--- src/rtl/word_and_pkg.sv ---
// rtl/word_and_pkg.sv - shared FSM encoding and index-width helper for word_and_seq
package word_and_pkg;

    typedef enum logic [1:0] {
        ST_IDLE = 2'd0,
        ST_SCAN = 2'd1,
        ST_DONE = 2'd2
    } state_t;

    // ceil(log2(n)), but never less than one bit so a single-byte word still has an index port
    function automatic int clog2_min1(input int n);
        int r;
        r = 0;
        while ((1 << r) < n) begin
            r = r + 1;
        end
        return (r < 1) ? 1 : r;
    endfunction

endpackage

--- src/rtl/word_and_seq_byte_and.sv ---
// rtl/word_and_seq_byte_and.sv - 8-bit AND-reduction unit shared across all bytes of a word
module word_and_seq_byte_and (
    input  logic [7:0] byte_data,
    output logic       byte_y
);

    // single reducer; the sequencer time-multiplexes bytes through it
    assign byte_y = &byte_data;

endmodule

--- src/rtl/word_and_seq.sv ---
// rtl/word_and_seq.sv - byte-serial AND-reduction sequencer with early exit on first non-0xFF byte
module word_and_seq
    import word_and_pkg::*;
#(
    parameter  int NBYTES = 4,
    localparam int IDXW   = clog2_min1(NBYTES)
) (
    input  logic                clk,
    input  logic                rst_n,
    input  logic                flush,
    input  logic                in_valid,
    output logic                in_ready,
    input  logic [8*NBYTES-1:0] in_data,
    output logic                out_valid,
    input  logic                out_ready,
    output logic                out_y,
    output logic [IDXW-1:0]     out_first_zero,
    output logic                busy
);

    localparam logic [IDXW-1:0] LAST_IDX = IDXW'(NBYTES - 1);

    state_t              state;
    logic [IDXW-1:0]     idx;
    logic [8*NBYTES-1:0] data_q;
    logic [7:0]          sel_byte;
    logic                byte_y;

    // handshake and activity flags come straight from the state
    assign in_ready = (state == ST_IDLE);
    assign busy     = (state != ST_IDLE);

    // pick byte[idx] of the captured word; out-of-range idx values never occur
    always_comb begin
        sel_byte = 8'hFF;
        for (int k = 0; k < NBYTES; k++) begin
            if (idx == IDXW'(k)) begin
                sel_byte = data_q[8*k +: 8];
            end
        end
    end

    word_and_seq_byte_and u_byte_and (
        .byte_data (sel_byte),
        .byte_y    (byte_y)
    );

    // control FSM, index counter and registered result; flush overrides everything
    always_ff @(posedge clk or negedge rst_n) begin
        if (!rst_n) begin
            state          <= ST_IDLE;
            idx            <= '0;
            data_q         <= '0;
            out_valid      <= 1'b0;
            out_y          <= 1'b0;
            out_first_zero <= '0;
        end else if (flush) begin
            state     <= ST_IDLE;
            idx       <= '0;
            out_valid <= 1'b0;
        end else begin
            case (state)
                ST_IDLE: begin
                    if (in_valid) begin
                        data_q <= in_data;
                        idx    <= '0;
                        state  <= ST_SCAN;
                    end
                end
                ST_SCAN: begin
                    if (!byte_y) begin
                        out_y          <= 1'b0;
                        out_first_zero <= idx;
                        out_valid      <= 1'b1;
                        state          <= ST_DONE;
                    end else if (idx == LAST_IDX) begin
                        out_y          <= 1'b1;
                        out_first_zero <= '0;
                        out_valid      <= 1'b1;
                        state          <= ST_DONE;
                    end else begin
                        idx <= idx + IDXW'(1);
                    end
                end
                ST_DONE: begin
                    if (out_ready) begin
                        out_valid <= 1'b0;
                        state     <= ST_IDLE;
                    end
                end
                default: begin
                    state <= ST_IDLE;
                end
            endcase
        end
    end

endmodule

--- config.mk ---
export PLATFORM = sky130hd
export DESIGN_NAME = word_and_seq
export DESIGN_NICKNAME = d
export VERILOG_FILES = /design/src/rtl/word_and_pkg.sv /design/src/rtl/word_and_seq_byte_and.sv /design/src/rtl/word_and_seq.sv
export SDC_FILE = /design/constraint.sdc
export NUM_CORES = 1
export LEC_CHECK = 0
export CORE_ASPECT_RATIO = 0.7
export CORE_UTILIZATION = 30
export CTS_CLUSTER_SIZE = 8
export DETAILED_ROUTE_END_ITERATION = 6
export DONT_BUFFER_PORTS = 1
export PLACE_DENSITY = 0.47
export SLEW_MARGIN = 20
export SYNTH_ARGS = -nofsm -noshare
export SYNTH_HDL_FRONTEND = slang
export SYNTH_SLANG_ARGS = --single-unit
--- constraint.sdc ---
create_clock -name clk -period 2.01 [get_ports clk]
set_input_delay 0 -clock clk [delete_from_list [all_inputs] [get_ports clk]]
set_output_delay 0 -clock clk [all_outputs]
set_load 0.01 [all_outputs]
==> flow_metrics.py <==
metrics = {
    "routing": {
        "wl_met2_um": 1800,
        "wl_um": 3830,
        "drtPass1Iterations": 4,
        "vias": 1179,
        "drc": 0,
        "ant_nets": 0,
        "dr_wl_met3_um": 252,
        "top_layer": "met4",
        "drt_iter0_drc": 45,
        "met1_length_um": 1740,
        "vias_per_cell": 4.70,
        "wl_per_cell_um": 15.3,
    },
    "synth": {
        "netlist_instances": 131,
        "synth_nets": 172,
        "syn_avg_cell_area_um2": 14.4,
        "ys.flop_type": "dfrtp_1",
        "ys_ff_latch": 40,
        "async_flop_share_pct": 100,
        "syn_area_mm2": 0.00189,
        "synth.distinct_cells": 25,
        "synth_edf_count": 0,
        "seq_area_frac_synth_pct": 53.1,
        "synth_warnings": 0,
    },
    "cells_and_area": {
        "synthToLayoutAreaGrowth_pct": 29.5,
        "drive_gt1_share_pct": 30.1,
        "antennaDiodeCount": 0,
        "nNetsFinal": 217,
        "finish.utilization_pct": 41.4,
        "fillCellCount": 537,
    },
    "pwr": {
        "power_density_mw_per_mm2": 781,
        "p_int_w": 0.00145,
        "finalPower_w": 0.00191,
        "p_switching_w": 0.000461,
        "p_comb_share_pct": 19.6,
        "leakage_nw": 1.08,
        "pwr-share-seq_pct": 54.4,
        "ir_worst_vdd_mv": 0.282,
        "switching_share_pct": 24.2,
        "clkPwrFrac_pct": 26.0,
    },
    "timing": {
        "slew_headroom_pct": 71.6,
        "slew_viol_final": 0,
        "setup_violations": 0,
        "final.period_utilization_pct": 93.5,
        "skew_ns": 0.00920,
        "min_period_ns": 1.88,
        "tightest_slew_ns": 0.423,
        "hold_ws_ns": 0.109,
        "max_freq_mhz": 532,
        "rsz0062_at_grt": "false",
        "hold_viol_final": 0,
    },
    "floorplanning": {
        "die_h_um": 68.3,
        "core_mm2": 0.00590,
        "die_x_um": 96.8,
        "io_pins": 43,
        "dieArea_mm2": 0.00661,
        "rows": 23,
        "start_util_pct": 32.0,
    },
    "setup_path": {
        "slowest_delay_ns": 0.43,
        "worstPathCellList": "inv_1, ha_2, nand4b_1, nor3_2, a211oi_1, nor3_1, or2_2",
        "cp_slowest_cell": "dfrtp_1",
        "crit_start": "idx[0]",
        "arrival_ns": 2.05,
        "r2r-start": "idx[0]",
        "cp.required_ns": 2.18,
        "critPathTopFamily": "simple AND/OR/NAND/NOR gates",
        "worstRegToRegCells": 7,
        "endpoint_kind": "flip-flop",
        "cp.depth": 7,
        "worstPathMaxFanout": 5,
        "crit_buf_inv": 1,
        "critPathLaunchType": "flip-flop",
        "path_class": "reg2reg",
    },
    "global_routing": {
        "grt_pass1_wl_um": 6220,
        "grt_max_degree": 41,
        "antenna_found_initial": 0,
        "grtUsageTotal_pct": 12.5,
        "grt_pass1_vias": 1221,
        "grt_overflow": 0,
    },
    "cts": {
        "cts_buffers": 5,
        "clk_pin_slew_ns": 0.08,
        "clockBufferDepth": 2,
        "cts_root_buffer": "clkbuf_8",
        "clkLatencyLatePin_ns": 0.29,
        "ctsHtreeMaxLevel": 2,
        "cts.sinks": 40,
        "cts_tree": "done",
    },
    "worst_hold_path": {
        "hold_path_class": "in2reg",
        "worstHoldPathCells": 5,
        "min-delay-start": "in_valid",
    },
    "job": {
        "drv_cap": 0,
    },
    "placement": {
        "place_hpwl_um": 2640,
        "gp_congestion": 0.771,
        "port_buffers": 0,
    },
    "status": {
        "status": "finished clean",
    },
}
-- worst reg2reg max path, stage by stage (launching register included) --
cell,delay [ns]
dfrtp_1,0.43
inv_1,0.13
ha_2,0.22
nand4b_1,0.13
nor3_2,0.06
a211oi_1,0.35
nor3_1,0.14
or2_2,0.31
-- cells by family (layout without fill, tap and decap cells) --
logic type / after synthesis / in the layout / synth area share, %
flip-flops: 40 / 40 / 53.1
multiplexers: 35 / 35 / 26.5
AND/OR/NAND/NOR: 30 / 30 / 8.30
buffers and inverters: 13 / 58 / 5.57
AO/OA/AOI/OAI: 9 / 9 / 3.92
adder cells (fa/ha/maj): 4 / 4 / 2.65
-- cell type report --
type	count	area, µm²	share of cell area, %
clock buffer	6	72.6	2.97
clock inverter	1	5.00	0.205
inverter	9	33.8	1.38
multi-input combinational	78	795	32.5
sequential	40	1000	41.0
tap	75	93.8	3.84
timing repair buffer	42	440	18.0
-- stage by stage --
| stage | setup TNS (ns) | setup WS, ns | cells | cell area, µm² |
|---|---|---|---|---|
| 4_1_cts | 0 | 0.00745 | 249 | 2420 |
| 6_report | 0 | 0.131 | 251 | 2440 |
| 5_1_grt | 0 | 0.0134 | 251 | 2440 |
| 3_5_place_dp | -0.0232 | -0.0232 | 205 | 1960 |
| 2_1_floorplan | 0 | 0.280 | 131 | 1890 |
| 3_3_place_gp | 0 | 0.198 | 205 | 1960 |
-- power by group through the flow --
stage | sequential, W | clock, W | combinational (W)
global route | 0.00106 | 0.000574 | 0.000402
detailed placement | 0.00105 | 0 | 0.000296
floorplan | 0.00102 | 0 | 0.000274
finish | 0.00104 | 0.000496 | 0.000373
CTS | 0.00104 | 0.000530 | 0.000377
global placement | 0.00105 | 0 | 0.000289
-- final timing paths --
| path | end | slack (ns) |
|---|---|---|
| min in group asynchronous | data_q[11] | 0.16 |
| worst max register to register | state[0] | 0.13 |
| max in group asynchronous | data_q[24] | 1.64 |
| worst min-delay path | idx[1] | 0.11 |
| worst min register to register | data_q[21] | 0.52 |
| worst max-delay path | state[0] | 0.13 |
-- synth_stat cells, types with 2 or more instances --
master     instances  area share, %
mux2i_1            3            1.6
mux2_2             3            1.8
nand2_1            8            1.6
ha_1               4            2.7
o41ai_1            2           0.93
buf_12             3            3.2
inv_1              8            1.6
nor3_1             5            1.3
nand3_1            2           0.53
nand4_1            6            2.0
o2bb2ai_1          2           0.93
nor2_1             5            1.0
dfrtp_1           40             53
mux2_4            29             23
-- per-layer routing --
layer  track usage [%]  vias up
met5                 0        -
met4              5.04        0
met3              4.80        5
met2              19.8       34
met1              15.6      593
li1                  -      547
-- placed cells by master (no fill, tap or decap), drive strengths merged, types with 2 or more instances in the layout --
master       instances
buf                  7
clkbuf               6
dfrtp               40
dlygate4sd3         35
ha                   4
inv                  9
mux2                32
mux2i                3
nand2                8
nand3                2
nand4                6
nor2                 5
nor3                 5
o2bb2ai              2
o41ai                2
or2                  2
-- what timing repair did --
item | 4_1_cts | 5_1_grt
setup buffers | 1 | 2
pin swaps | 1 | 2
hold buffers | 36 | 0
endpoints found under the hold margin | 76 | 0
setup endpoints to repair | 5 | 8
gates resized for setup | 1 | 2
-- registers in the layout (all words and copies together), names as in the netlist --
name,cells
data_q,32
idx,2
out_first_zero,2
state,2
out_valid,1
out_y,1
(Power assumes the default switching activity.)
